<file path="src/rtl/param_bit_rev_unit.sv">
// ---------------------------------------------------------------------------
// param_bit_rev_unit
//
// Bit-reversal helper for datapath formatting, such as LSB-first serial
// framing and FFT index reordering. It provides two paths.
//
//   Combinational path:
//      out is always the full bit reversal of in_. It has zero latency and
//      does not depend on clk, reset, in_val or rev_mode.
//
//   Registered path (one cycle of latency):
//      When in_val is high, a rising edge captures in_ through the transform
//      selected by rev_mode.
//         00 = full reverse
//         01 = pass-through
//         10 = nibble-reverse (each 4-bit group from the LSB is reversed in
//              place; a short MSB group is reversed within its own width)
//         11 = reserved, treated as full reverse
//      out_q_val follows in_val one cycle later. While in_val is low, out_q
//      holds its value. There is no backpressure.
//
// Parameters:
//   nbits      data width in bits, 1..64
//
// Ports:
//   clk        clock; all registers update on the rising edge
//   reset      asynchronous, active-high; clears out_q and out_q_val
//   in_        data to reverse
//   out        combinational full reversal of in_
//   in_val     qualifies in_ for the registered path
//   rev_mode   transform select for the registered path
//   out_q      registered transformed data
//   out_q_val  registered valid for out_q
//   out_q_par  (only with PARAM_BIT_REV_PARITY_EN) XOR-reduction of out_q,
//              registered alongside it
//
// Optional feature macro: PARAM_BIT_REV_PARITY_EN
// ---------------------------------------------------------------------------
module param_bit_rev_unit #(
   parameter int nbits = 8
) (
   input  logic             clk,
   input  logic             reset,
   input  logic [nbits-1:0] in_,
   output logic [nbits-1:0] out,
   input  logic             in_val,
   input  logic [1:0]       rev_mode,
   output logic [nbits-1:0] out_q,
   output logic             out_q_val
`ifdef PARAM_BIT_REV_PARITY_EN
   ,
   output logic             out_q_par
`endif
);

   logic [nbits-1:0] full_rev;
   logic [nbits-1:0] nib_rev;
   logic [nbits-1:0] xform;

   // Both reversals are pure wiring. Every source index is resolved at
   // elaboration time. For nibble mode, each bit first finds the base of
   // its 4-bit group and the group's real width. The width is less than 4
   // only for the top group when nbits is not a multiple of 4. The bit then
   // mirrors its position inside that group.
   for (genvar i = 0; i < nbits; i++) begin : g_rev
      localparam int GBase = (i / 4) * 4;
      localparam int GWidth = ((nbits - GBase) < 4) ? (nbits - GBase) : 4;
      localparam int NibSrc = GBase + GWidth - 1 - (i - GBase);
      assign full_rev[i] = in_[nbits-1-i];
      assign nib_rev[i]  = in_[NibSrc];
   end

   assign out = full_rev;

   // Select the registered-path transform. The reserved mode 11 falls into
   // the default branch, so it behaves as full reverse.
   always_comb begin
      xform = full_rev;
      case (rev_mode)
         2'b01:   xform = in_;
         2'b10:   xform = nib_rev;
         default: xform = full_rev;
      endcase
   end

   // Output register. Valid follows in_val on every edge. Data is loaded
   // only on valid cycles, so a gap holds the last result. Reset clears
   // both immediately, which drops anything that was about to be captured.
   always_ff @(posedge clk or posedge reset) begin
      if (reset) begin
         out_q     <= '0;
         out_q_val <= 1'b0;
      end else begin
         out_q_val <= in_val;
         if (in_val) begin
            out_q <= xform;
         end
      end
   end

`ifdef PARAM_BIT_REV_PARITY_EN
   // Parity is taken from the value being loaded, not from the old out_q,
   // so it always matches the data it sits next to.
   always_ff @(posedge clk or posedge reset) begin
      if (reset) begin
         out_q_par <= 1'b0;
      end else if (in_val) begin
         out_q_par <= ^xform;
      end
   end
`endif

endmodule

</file>
<file path="config.mk">
export PLATFORM = sky130hd
export DESIGN_NAME = param_bit_rev_unit
export DESIGN_NICKNAME = d
export VERILOG_FILES = /design/src/rtl/param_bit_rev_unit.sv
export SDC_FILE = /design/constraint.sdc
export NUM_CORES = 1
export LEC_CHECK = 0
export CORE_ASPECT_RATIO = 0.9
export CORE_UTILIZATION = 30
export DETAILED_ROUTE_END_ITERATION = 10
export PLACE_DENSITY_LB_ADDON = 0.25
export SLEW_MARGIN = 5
export SYNTH_ARGS = -nofsm -noshare
export SYNTH_HDL_FRONTEND = slang
export SYNTH_SLANG_ARGS = --single-unit
export TNS_END_PERCENT = 30
</file>
<file path="constraint.sdc">
create_clock -name clk -period 1.05 [get_ports clk]
set_input_delay 0.21 -clock clk [delete_from_list [all_inputs] [get_ports clk]]
set_output_delay 0.21 -clock clk [all_outputs]
set_load 0.005 [all_outputs]
</file>
==> impl_results.md <==
- Worst path cell trace: clkdlybuf4s50_1 > buf_2
- Post-Synth XOR/XNOR Area: 0
- Max Root-Sink Buffers: 2
- Die width: 45.86 um
- WP data arrival: 0.82 ns
- Final ANT Viol Nets: 0
- Die Y: 41.47 um
- Root Buffer: clkbuf_4
- Main combinational cell family by area after synthesis: compound AO/OA/AOI/OAI gates
- CTS tree: built
- Vias/cell: 4.353
- Largest net degree at the start of global routing: 13
- Pwr/cell area: 1176 nW/um2
- WS Path Type: primary input to primary output
- Comb power frac: 0.339
- Num CTS Buffers: 3
- Sequential Power Share: 0.407
- Syn Area/Cell: 8.654 um2
- Post-synthesis compound-gate area fraction: 0.2361
- CP Capture Type: primary output
- First-pass GRT wire length: 1.959 mm
- Int Pwr: 739.4 uW
- DP Area: 854.6 um2
- Total track usage: 0.1419
- R2r setup slk: 0.23 ns
- Setup_tns: 0 ns
- Final setup violation count: 0
- Hpwl dp: 944.5 um
- Remaining DRCs: 0
- Clk pwr share: 0.254
- Commonest cells after routing, fill and taps aside: buf_4 (14), nand2_1 (10), clkdlybuf4s50_1 (10)
- Post-synthesis mux area share: 0
- Worst-path clk slew: 0.06 ns
- Req. time, crit path: 0.84 ns
- CP max FO: 2
- Mapped Cells: 60
- Delay-heaviest family, CP: buffers and inverters
- Reg2reg path depth: 3
- R2R Path Start: out_q[7]
- Library cells used by synthesis: 12
- Final Cycle Share: 0.9779
- Number of port buffers: 29
- Core Region: 1529 um2
- Worst skew pair latency: 0.25 ns
- N_diodes: 0
- Number of global-route vias before repair: 472
- WL/cell: 10.22 um
- Fillcell total: 155
- Status: finished, final reports clean
- Dpl ws: -0.6090 ns
- Die area: 1902 um2
- Switch share: 0.2759
- Final Max Slew Viols: 0
- Max-Slew Margin vs Limit: 0.7821
- Final Cell Area: 868.3 um2
- Setup WS post-layout: 0.02319 ns
- Cells after DPL: 112
- WL final: 1.216 mm
- Final Core Density: 0.5679
- Crit path max-delay cell type: clkdlybuf4s50_1
- FMAX: 973.9 MHz
- Slowest stage delay, CP: 0.48 ns
- Via Count: 518
- Final nets: 113
- Reg-to-Reg End: out_q[7]
- Hold buffer count at CTS: 0
- Sequential element share of the synthesized area: 0.4337
- # clock sinks: 9
- Start point of the critical path: in_[2]
- Most common cell after layout, fill and taps aside: buf_4
- Worst clock skew: 0 ns
- Synth Warn #: 0
- 1st-pass router iterations: 2
- Worst-Margin Slew: 0.3264 ns
- Worst hold path class: primary input to async pin
- CP Buf/Inv Count: 2
- Initial core utilization: 0.3396
- Fraction of layout cells with a size suffix above 1: 0.4536
- Final cell count without fillers: 119
- Initial antenna violation count: 0
- Post-Synth Simple-Gate Area: 0.09157
- Unrepaired setup endpoints after global routing: yes
- Layout area overhead: 67.23%
- Switching pwr: 281.7 uW
- Leak: 0.4183 nW
- Crit path capture: out[5]
- Gpl congestion: 0.7545
- Maxcap violations: 0
- CTS H-tree depth: 1
- Syn nets: 75
- Mapped Area: 519.2 um2
- Remaining Overflow, GRT: 0
- Rows: 13
- Synth Register Bits: 9
- Critical path depth: 2
- Detailed router's first-iteration violation count: 11
- I/O pins: 30
- Critical path launch point type: primary input
- Tmin final: 1.027 ns
- Final Hold Fails: 0
- Peak VDD IR: 369.7 uV
- Post-synthesis adder-cell area fraction: 0.04819
==> flip-flops by register name, indices dropped and copies added (netlist names) <==
| name | count |
|---|---|
| out_q | 8 |
| out_q_val | 1 |
==> stage by stage <==
step                power, mW  hold slack [ns]
finish                  1.021           0.2086
global route            1.094           0.2304
CTS                     1.048           0.2217
detailed placement     0.7728           0.4919
global placement       0.7697           0.4880
floorplan              0.5537          0.03792
==> timing repair <==
item | CTS | global route
endpoints found under the hold margin | 0 | 0
endpoints found under the setup margin | 25 | 15
resized for setup | 66 | 11
buffers inserted | 3 | 0
pin swaps | 3 | 2
==> synthesized netlist by cell type <==
library cell   n  share of area
ha_1           2          0.048
clkbuf_1       2          0.014
nor2b_1        1          0.012
nand2_1       11          0.080
o22ai_1        8          0.096
buf_4          8           0.12
a221oi_1       3          0.051
a31oi_1        5          0.060
o21ai_0        3          0.029
dfrtp_1        9           0.43
buf_2          1         0.0096
inv_1          7          0.051
==> kinds of logic (layout without fill, tap and decap cells) <==
logic type | after synthesis | after routing
and+or+nand+nor | 12 | 12
buffers and inverters | 18 | 55
AOI/OAI and AO/OA | 19 | 19
DFF | 9 | 9
adders and majority gates | 2 | 2
==> worst min-delay path by stage <==
stage	from	to	slack, ns	cells after the start
floorplan	reset	out_q[0]	0.04	1
global placement	reset	out_q_val	0.49	2
detailed placement	reset	out_q_val	0.49	2
CTS	reset	out_q_val	0.22	2
global route	reset	out_q_val	0.23	2
finish	reset	out_q[6]	0.21	2
==> power by group through the flow <==
stage / clock network [mW] / registers [mW] / logic, mW
final: 0.259 / 0.415 / 0.346
after global routing: 0.292 / 0.421 / 0.381
after CTS: 0.267 / 0.415 / 0.366
after detailed placement: 0 / 0.424 / 0.348
after global placement: 0 / 0.425 / 0.345
after floorplan: 0 / 0.428 / 0.125
==> per-layer routing <==
metal,global-route usage,wire (um),up-vias
li1,-,-,278
met1,0.1923,605,220
met2,0.1831,523,16
met3,0.02609,53,4
met4,0.1294,34,0
met5,0,0,-
==> final cells by class <==
class	instances	area (um2)	share of cell area
tap	22	27.53	0.03170
timing repair buffer	44	319.1	0.3674
inverter	7	26.28	0.03026
clock buffer	4	26.28	0.03026
multi-input combinational	33	244.0	0.2810
sequential	9	225.2	0.2594
Power figures use the tool's default switching activity.
